==> config.mk <==
export PLATFORM = sky130hd
export DESIGN_NAME = pipa_moding_decoder
export DESIGN_NICKNAME = d
export VERILOG_FILES = /design/src/rtl/pipa_pkg.sv /design/src/rtl/pipa_axis_decoder.sv /design/src/rtl/pipa_moding_decoder.sv
export SDC_FILE = /design/constraint.sdc
export NUM_CORES = 1
export LEC_CHECK = 0
export ABC_AREA = 1
export BUFFER_PORTS_ARGS = -buffer_cell sky130_fd_sc_hd__buf_4
export CAP_MARGIN = 10
export CORE_MARGIN = 4
export CORE_UTILIZATION = 50
export CTS_CLUSTER_SIZE = 20
export DETAILED_ROUTE_END_ITERATION = 12
export HOLD_SLACK_MARGIN = 0.12
export PLACE_DENSITY = 0.67
export SETUP_SLACK_MARGIN = 0.4
export SLEW_MARGIN = 5
export SYNTH_ARGS = -nofsm -noshare
export SYNTH_HDL_FRONTEND = slang
export SYNTH_SLANG_ARGS = --single-unit
==> constraint.sdc <==
create_clock -name SIM_CLK -period 8.2 [get_ports SIM_CLK]
set_input_delay 0.41 -clock SIM_CLK [delete_from_list [all_inputs] [get_ports SIM_CLK]]
set_output_delay 0.41 -clock SIM_CLK [all_outputs]
set_load 0.01 [all_outputs]
==> src/rtl/pipa_pkg.sv <==
`default_nettype none
// ============================================================================
//  Module      : pipa_pkg
//  Description : Shared constants, types and the saturating-add helper for the
//                PIPA moding decoder (axis indices, axis count, saturation).
//  Revision    : 1.0 - initial release
// ============================================================================
package pipa_pkg;

    localparam int NUM_AXES = 3;
    localparam int AX_X     = 0;
    localparam int AX_Y     = 1;
    localparam int AX_Z     = 2;

    // One bit per axis, indexed by AX_X / AX_Y / AX_Z.
    typedef logic [NUM_AXES-1:0] axis_vec_t;

    // Adds delta to acc and clips the result symmetrically to
    // +/-(2^(width-1)-1). The most negative code is deliberately never
    // produced so that the accumulator range stays symmetric.
    function automatic int sat_add(input int acc, input int delta, input int width);
        int lim;
        int sum;
        lim = (1 << (width - 1)) - 1;
        sum = acc + delta;
        if (sum > lim) begin
            return lim;
        end
        if (sum < -lim) begin
            return -lim;
        end
        return sum;
    endfunction

endpackage : pipa_pkg
`default_nettype wire

==> src/rtl/pipa_axis_decoder.sv <==
`default_nettype none
// ============================================================================
//  Module      : pipa_axis_decoder
//  Description : One accelerometer axis: per-frame plus/minus tallies, signed
//                saturating pending accumulator and the PINC/MINC
//                request/acknowledge handshake.
//  Revision    : 1.0 - initial release
//
//  Ports
//    clk          clock (rising edge)
//    rst          asynchronous active-high reset
//    i_dat_stb    one-cycle PIPDAT edge event
//    i_plus       synchronized plus line for this axis
//    i_minus      synchronized minus line for this axis
//    i_frame_end  one-cycle frame-end event (wrapping PIPASW edge)
//    i_inc_ack    one-cycle acknowledge from the counter-increment logic
//    o_pinc_req   registered (pending > 0)
//    o_minc_req   registered (pending < 0)
//    o_clip       combinational: this cycle's pending update was clipped
// ============================================================================
module pipa_axis_decoder
    import pipa_pkg::*;
#(
    parameter int FRAME_LEN = 6,
    parameter int PEND_W    = 4
) (
    input  logic clk,
    input  logic rst,
    input  logic i_dat_stb,
    input  logic i_plus,
    input  logic i_minus,
    input  logic i_frame_end,
    input  logic i_inc_ack,
    output logic o_pinc_req,
    output logic o_minc_req,
    output logic o_clip
);

    localparam int                  TALLY_W   = $clog2(FRAME_LEN + 1);
    localparam logic [TALLY_W-1:0]  TALLY_MAX = '1;

    logic [TALLY_W-1:0]       r_tally_p;
    logic [TALLY_W-1:0]       r_tally_m;
    logic signed [PEND_W-1:0] r_pending;

    logic                     w_hit_p;
    logic                     w_hit_m;
    logic                     w_pend_pos;
    logic                     w_pend_neg;
    int                       w_net;
    int                       w_step;
    int                       w_sum;
    int                       w_sat;
    logic signed [PEND_W-1:0] w_pend_next;

    // Exactly one line high makes a valid sample; both or neither is dropped.
    assign w_hit_p = i_dat_stb & i_plus & ~i_minus;
    assign w_hit_m = i_dat_stb & i_minus & ~i_plus;

    assign w_pend_pos = ~r_pending[PEND_W-1] & (r_pending != '0);
    assign w_pend_neg = r_pending[PEND_W-1];

    always_comb begin
        w_net       = 0;
        w_step      = 0;
        w_sum       = 0;
        w_sat       = 0;
        w_pend_next = r_pending;
        o_clip      = 1'b0;

        // A sample arriving on the closing edge still belongs to this frame,
        // so it is folded into the net directly instead of via the tally.
        if (i_frame_end) begin
            w_net = int'(r_tally_p) + int'(w_hit_p) - int'(r_tally_m) - int'(w_hit_m);
        end

        // The request lags pending by one cycle, so an ACK is only honoured
        // while pending is still non-zero in the requested direction; this
        // keeps back-to-back ACKs from overshooting past zero.
        if (i_inc_ack) begin
            if (o_pinc_req && w_pend_pos) begin
                w_step = 1;
            end else if (o_minc_req && w_pend_neg) begin
                w_step = -1;
            end
        end

        // Frame add and ACK are combined before a single saturation.
        w_sum       = int'(r_pending) + w_net - w_step;
        w_sat       = sat_add(int'(r_pending), w_net - w_step, PEND_W);
        w_pend_next = PEND_W'(w_sat);
        o_clip      = (w_sat != w_sum);
    end

    always_ff @(posedge clk or posedge rst) begin
        if (rst) begin
            r_tally_p  <= '0;
            r_tally_m  <= '0;
            r_pending  <= '0;
            o_pinc_req <= 1'b0;
            o_minc_req <= 1'b0;
        end else begin
            if (i_frame_end) begin
                r_tally_p <= '0;
                r_tally_m <= '0;
            end else begin
                // Tallies hold at full scale if PIPASW stops arriving.
                if (w_hit_p && (r_tally_p != TALLY_MAX)) begin
                    r_tally_p <= r_tally_p + TALLY_W'(1);
                end
                if (w_hit_m && (r_tally_m != TALLY_MAX)) begin
                    r_tally_m <= r_tally_m + TALLY_W'(1);
                end
            end
            r_pending  <= w_pend_next;
            o_pinc_req <= w_pend_pos;
            o_minc_req <= w_pend_neg;
        end
    end

endmodule : pipa_axis_decoder
`default_nettype wire

==> src/rtl/pipa_moding_decoder.sv <==
`default_nettype none
// ============================================================================
//  Module      : pipa_moding_decoder
//  Description : Receive-side decoder for PIPA accelerometer pulse trains on
//                X/Y/Z. Synchronizes the AGC strobes and pulse lines, tracks
//                the moding slot counter, accumulates per-frame net counts
//                and drains them over a PINC/MINC request/ACK handshake.
//  Revision    : 1.0 - initial release
//
//  Build option
//    PIPA_FAULT_DETECT_EN  defined  : invalid-sample and missing-pulse
//                                     detection drive PIPA_FAIL
//                          undefined: PIPA_FAIL tied low
//
//  Ports
//    SIM_CLK    clock (rising edge)
//    SIM_RST    asynchronous active-high reset
//    PIPASW     async slot-advance strobe, rising edge is the event
//    PIPDAT     async data strobe, rising edge is the event
//    PIPAP[2:0] async plus lines  ([0]=X [1]=Y [2]=Z)
//    PIPAM[2:0] async minus lines (same indexing)
//    INC_ACK    one-cycle acknowledge per axis
//    FAIL_CLR   synchronous clear of PIPA_FAIL / CNT_OVF
//    PINC_REQ   plus-increment request per axis
//    MINC_REQ   minus-increment request per axis
//    FRAME_STB  one-cycle pulse at each frame end
//    PIPA_FAIL  sticky moding-fault flag
//    CNT_OVF    sticky pending-saturation flag
// ============================================================================
module pipa_moding_decoder
    import pipa_pkg::*;
#(
    parameter int FRAME_LEN   = 6,
    parameter int SYNC_STAGES = 2,
    parameter int PEND_W      = 4
) (
    input  logic                SIM_CLK,
    input  logic                SIM_RST,
    input  logic                PIPASW,
    input  logic                PIPDAT,
    input  logic [NUM_AXES-1:0] PIPAP,
    input  logic [NUM_AXES-1:0] PIPAM,
    input  logic [NUM_AXES-1:0] INC_ACK,
    input  logic                FAIL_CLR,
    output logic [NUM_AXES-1:0] PINC_REQ,
    output logic [NUM_AXES-1:0] MINC_REQ,
    output logic                FRAME_STB,
    output logic                PIPA_FAIL,
    output logic                CNT_OVF
);

    // Synchronizer bit map: [0]=PIPASW [1]=PIPDAT [2 +: 3]=PIPAP [5 +: 3]=PIPAM
    localparam int                 SYNC_W    = 2 + 2 * NUM_AXES;
    localparam int                 SLOT_W    = (FRAME_LEN > 1) ? $clog2(FRAME_LEN) : 1;
    localparam logic [SLOT_W-1:0]  SLOT_LAST = SLOT_W'(FRAME_LEN - 1);

    logic [SYNC_STAGES-1:0][SYNC_W-1:0] r_sync;
    logic [SYNC_W-1:0]                  w_async_in;
    logic [SYNC_W-1:0]                  w_sync;
    logic                               w_sw_sync;
    logic                               w_dat_sync;
    axis_vec_t                          w_ap_sync;
    axis_vec_t                          w_am_sync;

    logic                               r_sw_prev;
    logic                               r_dat_prev;
    logic                               w_sw_edge;
    logic                               w_dat_edge;

    logic [SLOT_W-1:0]                  r_slot;
    logic                               w_frame_end;
    axis_vec_t                          w_clip;

    // ------------------------------------------------------------------
    // Synchronizers and edge detectors
    // ------------------------------------------------------------------
    assign w_async_in = {PIPAM, PIPAP, PIPDAT, PIPASW};

    always_ff @(posedge SIM_CLK or posedge SIM_RST) begin
        if (SIM_RST) begin
            r_sync <= '0;
        end else begin
            r_sync <= {r_sync[SYNC_STAGES-2:0], w_async_in};
        end
    end

    assign w_sync     = r_sync[SYNC_STAGES-1];
    assign w_sw_sync  = w_sync[0];
    assign w_dat_sync = w_sync[1];
    assign w_ap_sync  = w_sync[2 +: NUM_AXES];
    assign w_am_sync  = w_sync[2 + NUM_AXES +: NUM_AXES];

    always_ff @(posedge SIM_CLK or posedge SIM_RST) begin
        if (SIM_RST) begin
            r_sw_prev  <= 1'b0;
            r_dat_prev <= 1'b0;
        end else begin
            r_sw_prev  <= w_sw_sync;
            r_dat_prev <= w_dat_sync;
        end
    end

    assign w_sw_edge  = w_sw_sync & ~r_sw_prev;
    assign w_dat_edge = w_dat_sync & ~r_dat_prev;

    // ------------------------------------------------------------------
    // Slot counter and frame strobe
    // ------------------------------------------------------------------
    assign w_frame_end = w_sw_edge && (r_slot == SLOT_LAST);

    always_ff @(posedge SIM_CLK or posedge SIM_RST) begin
        if (SIM_RST) begin
            r_slot    <= '0;
            FRAME_STB <= 1'b0;
        end else begin
            if (w_sw_edge) begin
                r_slot <= (r_slot == SLOT_LAST) ? '0 : r_slot + SLOT_W'(1);
            end
            FRAME_STB <= w_frame_end;
        end
    end

    // ------------------------------------------------------------------
    // Per-axis decoders
    // ------------------------------------------------------------------
    generate
        for (genvar g = 0; g < NUM_AXES; g++) begin : g_axis
            pipa_axis_decoder #(
                .FRAME_LEN (FRAME_LEN),
                .PEND_W    (PEND_W)
            ) u_axis (
                .clk         (SIM_CLK),
                .rst         (SIM_RST),
                .i_dat_stb   (w_dat_edge),
                .i_plus      (w_ap_sync[g]),
                .i_minus     (w_am_sync[g]),
                .i_frame_end (w_frame_end),
                .i_inc_ack   (INC_ACK[g]),
                .o_pinc_req  (PINC_REQ[g]),
                .o_minc_req  (MINC_REQ[g]),
                .o_clip      (w_clip[g])
            );
        end
    endgenerate

    // ------------------------------------------------------------------
    // Sticky flags: a new event wins over a same-cycle clear
    // ------------------------------------------------------------------
    always_ff @(posedge SIM_CLK or posedge SIM_RST) begin
        if (SIM_RST) begin
            CNT_OVF <= 1'b0;
        end else if (|w_clip) begin
            CNT_OVF <= 1'b1;
        end else if (FAIL_CLR) begin
            CNT_OVF <= 1'b0;
        end
    end

`ifdef PIPA_FAULT_DETECT_EN
    logic r_seen_dat;
    logic r_first_edge;
    logic w_invalid;
    logic w_missing;

    assign w_invalid = w_dat_edge && (|(~(w_ap_sync ^ w_am_sync)));

    // A PIPDAT edge coincident with PIPASW belongs to the closing slot, so
    // it satisfies that slot's pulse check.
    assign w_missing = w_sw_edge && !r_first_edge && !(r_seen_dat || w_dat_edge);

    always_ff @(posedge SIM_CLK or posedge SIM_RST) begin
        if (SIM_RST) begin
            r_seen_dat   <= 1'b0;
            r_first_edge <= 1'b1;
            PIPA_FAIL    <= 1'b0;
        end else begin
            if (w_sw_edge) begin
                r_seen_dat   <= 1'b0;
                r_first_edge <= 1'b0;
            end else if (w_dat_edge) begin
                r_seen_dat <= 1'b1;
            end

            if (w_invalid || w_missing) begin
                PIPA_FAIL <= 1'b1;
            end else if (FAIL_CLR) begin
                PIPA_FAIL <= 1'b0;
            end
        end
    end
`else
    assign PIPA_FAIL = 1'b0;
`endif

endmodule : pipa_moding_decoder
`default_nettype wire

# --- Yosys cells after proc, flatten, opt, wreduce, memory -nomap -nowiden ---
# Index checks and enable logic that the tools add are counted.
classes:
  mux: 48
  n_addsub: 28
  reduce_logical: 24
  bitwise_logic: 28
  eq_ne: 10
  magnitude_cmp: 6
ops:
  columns: ["operator", "count"]
  rows:
  - ["$mux W32", 21]
  - ["$add A4 B32 Y32", 6]
  - ["$sub A32 B32 Y32", 6]
  - ["$gt A32 B4 Y1 const B", 3]
  - ["$lt A32 B4 Y1 const B", 3]
  - ["$ne A32 B32 Y1", 3]
  - ["$sub A32 B2 Y32", 3]
  - ["$sub A32 B4 Y32", 3]
  - ["$mux W3", 16]
  - ["$add A3 B1 Y3 const B", 7]
  - ["$ne A3 B3 Y1 const B", 6]
  - ["$and A1 B1 Y1", 17]
  - ["$reduce_bool A2 Y1", 7]
  - ["$logic_and A1 B1 Y1", 13]
  - ["$add A3 B1 Y4", 3]
  - ["$reduce_bool A4 Y1", 3]
  - ["$mux W1", 11]
  - ["$not A1 Y1", 11]
  - ["$eq A3 B3 Y1 const B", 1]
  - ["$reduce_or A3 Y1", 1]
word_totals:
  out_inout_bits: 9
  word_cells: 166
  register_bits: 59
  in_bits: 14

# --- Longest topological paths before layout ---
depth:
  word_depth: 18
  mapped_depth: 37
  ltp_nobuf: 37

# --- By module ---
# Synthesis repeated with hierarchy kept, for this count alone.
hier_totals:
  cells_unflattened: 2145
  hier_area_um2: 12339.3
by_module_without_submodules:
  columns: ["module", "seq_area_each_um2", "cells_each", "n_inst", "area_each_um2"]
  rows:
  - ["pipa_axis_decoder (g_axis[0].u_axis ...)", 300.3, 695, 2, 3854.9]
  - ["pipa_axis_decoder (g_axis[1].u_axis)", 300.3, 705, 1, 3932.5]
  - ["pipa_moding_decoder", 575.6, 50, 1, 696.9]

# --- Least setup slack after synthesis ---
# No wires, ideal clock.
synth_path:
  path_type: "register -> register"
  start: "register r_dat_prev"
  end: "register CNT_OVF"
  t_required_ns: 8.075
  n_path_buf: 0
  arrival_ns: 4.907
  setup_ns: 0.125
  synth_period_minus_slack_ns: 5.032
  path_slack_ns: 3.168
  path_stages_with_launch: 29
  cell_sequence: "dfrtp_1 -> nor2_1 -> inv_1 -> nor3_1 -> inv_1 -> nor2_1 -> nor2_1 -> fa_1 -> ha_1 -> or2_2 -> nor2_1 -> fa_1 -> nor2_1 -> fa_1 -> ha_1 -> a21oi_1 -> nand2_1 -> nand2_1 -> nand2_1 -> xor2_1 -> nor3_1 -> nand3_1 -> ha_1 -> nor2_1 -> nand2_1 -> nand2_1 -> nand2_1 -> nor2_1 -> nand3_1"
synth_lines:
  columns: ["element", "line_no", "source"]
  rows:
  - ["from (decl)", "pipa_moding_decoder.sv:66", "logic r_dat_prev;"]
  - ["from (signal assigned)", "pipa_moding_decoder.sv:99", "r_dat_prev <= w_dat_sync;"]
  - ["to (signal assigned)", "pipa_moding_decoder.sv:151", "CNT_OVF <= 1'b0;"]
  - ["to (signal assigned)", "pipa_moding_decoder.sv:153", "CNT_OVF <= 1'b1;"]
  - ["to (signal assigned)", "pipa_moding_decoder.sv:155", "CNT_OVF <= 1'b0;"]
  - ["to (decl)", "pipa_moding_decoder.sv:49", "output logic CNT_OVF"]

# --- Final worst setup path ---
layout_path:
  start: "register r_sync (netlist bit w_sync[1])"
  end: "register CNT_OVF"
layout_via:
  elab_chain_cells: 17
  elab_cells_between_ends: 70
  cone_classes: "add/sub (21); order compare (6); eq/ne (3); mux (25); bitwise (13); reduce/logical (2)"
layout_lines:
  columns: ["element", "line_no", "source"]
  rows:
  - ["from (decl)", "pipa_moding_decoder.sv:57", "logic [SYNC_STAGES-1:0][SYNC_W-1:0] r_sync;"]
  - ["from (signal assigned)", "pipa_moding_decoder.sv:83", "r_sync <= {r_sync[SYNC_STAGES-2:0], w_async_in};"]
  - ["$and A1 B1 Y1 *", "pipa_moding_decoder.sv:104", "assign w_dat_edge = w_dat_sync & ~r_dat_prev;"]
  - ["$and A1 B1 Y1 (2 in a row)", "pipa_axis_decoder.sv:57", "assign w_hit_p = i_dat_stb & i_plus & ~i_minus;"]
  - ["$add A3 B1 Y4", "pipa_axis_decoder.sv:74", "w_net = int'(r_tally_p) + int'(w_hit_p) - int'(r_tally_m) - int'(w_hit_m);"]
  - ["$sub A32 B4 Y32", "pipa_axis_decoder.sv:74", null]
  - ["$sub A32 B2 Y32", "pipa_axis_decoder.sv:74", null]
  - ["$mux W32", "pipa_axis_decoder.sv:73", "if (i_frame_end) begin"]
  - ["$sub A32 B32 Y32", "pipa_axis_decoder.sv:90", "w_sat = sat_add(int'(r_pending), w_net - w_step, PEND_W);"]
  - ["$add A4 B32 Y32", "pipa_pkg.sv:25", "sum = acc + delta;"]
  - ["$gt A32 B4 Y1 / $lt A32 B4 Y1 (equally long branches)", "pipa_pkg.sv:26, pipa_pkg.sv:29", null]
  - ["$mux W3 / $mux W1 (equally long branches)", "pipa_pkg.sv:26, pipa_pkg.sv:29", null]
  - ["$mux W32 / $mux W1 (equally long branches)", "pipa_pkg.sv:29", "if (sum < -lim) begin"]
  - ["$mux W32", "pipa_pkg.sv:32", "return sum;"]
  - ["$mux W32", "pipa_pkg.sv:29", null]
  - ["$ne A32 B32 Y1", "pipa_axis_decoder.sv:92", "o_clip = (w_sat != w_sum);"]
  - ["$reduce_or A3 Y1 *", "pipa_moding_decoder.sv:152", "end else if (|w_clip) begin"]
  - ["$mux W1 / $reduce_bool A2 Y1 (equally long branches)", null, null]
# Every way passes the cells marked *; elsewhere a longest branch is shown, timed or not. The select of a mux whose other input is x is not followed.
# A chain may end at the register's enable or synchronous reset.

==> summary.txt <==
Clock tree
  – TritonCTS Sinks: 59
  – Worst skew pair latency: 0.32 ns
  – Hold Buf Count CTS: 0
  – CTS clock-pin slew for the worst setup and hold paths: 0.06 ns
  – Cts repair resizes: 0
  – CTS Buf Count: 9
  – CTS H-Tree Depth: 3
  – CTS tree: built
  – Max Root-Sink Buffers: 2
  – Post-CTS Setup Bufs: 0
  – Root Buffer Master: clkbuf_16

Worst hold path
  – Worst hold start: PIPAM[0]
  – HP Class: in -> reg

Global routing
  – Largest net degree at the start of global routing: 60
  – Initial antenna violation count: 0
  – Total track usage: 19.5%
  – Total gr overflow: 0
  – Vias in the first global route: 5022
  – First-pass GRT wire length: 21.4 mm

Setup path
  – Critical register-to-register path startpoint: w_sync[1]
  – CP dominant cell by count: nor2_1
  – CP max stage delay: 0.44 ns
  – Crit path capture type: flop
  – Startpoint class of the critical path: flop
  – Worst-path fanout max: 6
  – Critical path's slowest cell: fa_1
  – WS Path Type: reg -> reg
  – Crit. Startpoint: w_sync[1]
  – CP required: 8.41 ns
  – Buffers & Inverters on Critical Path: 3
  – Crit-path leading delay family: simple AND/OR/NAND/NOR gates
  – Worst Path Arrival: 5.96 ns

Synthesis
  – Post-Synth Adder-Cell Area: 22.7%
  – Mapped Area: 5790 um^2
  – Cells after Synth: 817
  – Mux share of post-synthesis cell area: 0%
  – Synth Area in XOR/XNOR: 2.27%
  – Largest family of logic cells by synthesized area: simple AND/OR/NAND/NOR gates
  – Avg Cell Area, Syn: 7.09 um^2
  – YS warnings: 0
  – Total nets after synthesis: 918
  – Post-synthesis simple-gate area fraction: 31.5%
  – Unique masters post-synth: 42
  – Compound-gate portion of the synthesized area: 5.94%
  – Seq cells post-synth: 59
  – Post-synthesis sequential area ratio: 25.5%

Timing
  – Fin. max-slew vios: 0
  – Tmin final: 5.76 ns
  – Count of final setup violators: 0
  – Final Hold Fails: 0
  – FMAX: 174 MHz
  – Worst-Margin Slew: 0.728 ns
  – Clk_skew: 0.00691 ns
  – RSZ-0062 raised after global routing: false
  – Tcrit/Tclk final: 70.2%
  – Slew HR: 51.4%
  – Setup TNS: 0 ns

Floorplanning
  – Row count: 39
  – Die Width: 116 um
  – Die area: 13400 um^2
  – Top-level I/O count: 23
  – Core ar.: 11400 um^2
  – Die H: 116 um
  – Starting density of the core: 50.9%

Finish
  – Layout filler cell count: 1048
  – Layout cells sized above 1: 8.42%
  – Multi-input gate area: 3620 um^2
  – Fin area: 6340 um^2
  – Commonest non-fill, non-tap cell in the layout: nand2_1
  – Layout Nets: 939
  – Commonest non-fill, non-tap cells in the layout: nand2_1 (208), inv_1 (157), nand3_1 (83)
  – Register area: 1480 um^2
  – Antenna Diode Count: 0
  – Synth-to-Final Area Change: 9.55%

Route
  – Antenna Nets Post-Route: 0
  – DRT iter0 DRCs: 374
  – Final routed DRC violation total: 0
  – Routed len/inst: 12.0 um
  – DRT Pass-1 Iters: 4
  – Vias: 4929
  – Vias/cell: 5.00
  – Total Wirelength: 11.8 mm

Run
  – Max_cap viols: 0

Place
  – Port bufs: 21
  – GPL Wtd Cong: 0.870
  – Post-DP Area: 6060 um^2
  – Placed wire-length estimate: 9.68 mm

Run status
  – Status: complete, no violations
## cell usage after synthesis, drive strengths merged
cell | count | area [um^2]
buf | 10 | 73.8
o21a | 1 | 7.51
a21o | 1 | 7.51
nor3b | 2 | 15.0
nor2 | 84 | 342
nand4 | 9 | 56.3
dfrtp | 59 | 1480
a21oi | 30 | 154
a31oi | 2 | 12.5
a211oi | 1 | 7.51
and2 | 2 | 15.0
o21ai | 25 | 140
nand2 | 218 | 858
xnor2 | 8 | 70.1
nand3 | 86 | 445
or2 | 7 | 43.8
conb | 1 | 3.75
clkinv | 1 | 3.75
ha | 57 | 713
nor3 | 8 | 40.0
fa | 30 | 601
xor2 | 7 | 61.3
nand3b | 1 | 7.51
inv | 162 | 611
o21bai | 1 | 7.51
a22oi | 1 | 7.51
clkbuf | 3 | 11.3
## cell families after synthesis
| group | Yosys count |
|---|---|
| other | 1 |
| xor gates and xnor gates | 15 |
| buffers and inverters | 176 |
| and+or+nand+nor | 417 |
| adders and majority gates | 87 |
| AOI/OAI and AO/OA | 62 |
| DFF | 59 |
## sequential cells by signal, summed over array words and instances, names as in the netlist
signal / flops
CNT_OVF: 1
FRAME_STB: 1
g_axis.u_axis.o_minc_req: 3
g_axis.u_axis.o_pinc_req: 3
g_axis.u_axis.r_pending: 12
g_axis.u_axis.r_tally_m: 9
g_axis.u_axis.r_tally_p: 9
r_dat_prev: 1
r_slot: 3
r_sw_prev: 1
r_sync: 8
w_sync: 8
## metrics by stage
stage / utilization [%] / setup slack, ns / cells / hold slack [ns]
final: 55.8 / 2.44 / 986 / 0.187
after global placement: 53.3 / 2.61 / 970 / 0.334
after global routing: 55.8 / 1.73 / 986 / 0.178
after floorplan: - / 3.17 / 817 / 0.331
after CTS: 55.8 / 2.38 / 986 / 0.180
after detailed placement: 53.3 / 2.43 / 970 / 0.335
## path summary, 6_finish.rpt
kind                                                      end  slack [ns]  cells after the start
worst max-delay path                                  CNT_OVF        2.44                     28
worst min-delay path                                r_sync[5]        0.19                      1
worst max register to register                        CNT_OVF        2.44                     28
worst min register to register                      w_sync[5]        0.35                      0
max in group asynchronous       g_axis[1].u_axis.r_tally_p[2]        7.42                      3
min in group asynchronous                           r_sync[4]        0.29                      3
## routing by layer
| metal | vias to the layer above | part of all wire, % | GRT usage [%] |
|---|---|---|---|
| li1 | 2581 | - | - |
| met1 | 2271 | 48 | 25.8 |
| met2 | 65 | 48 | 34.3 |
| met3 | 12 | 2.8 | 3.13 |
| met4 | 0 | 1.2 | 3.71 |
| met5 | - | 0 | 0 |
## area by class of cell
class	count	share of cell area, %
flip-flops and latches	59	23.3
clock buffers	10	3.77
multi-input cells	582	57.0
well taps	143	2.82
inverters	163	9.68
clock inverters	6	0.749
repair buffers	23	2.72
Power is not shown: default switching activity piles up to over one toggle a cycle in this logic, so the estimate is an artifact.
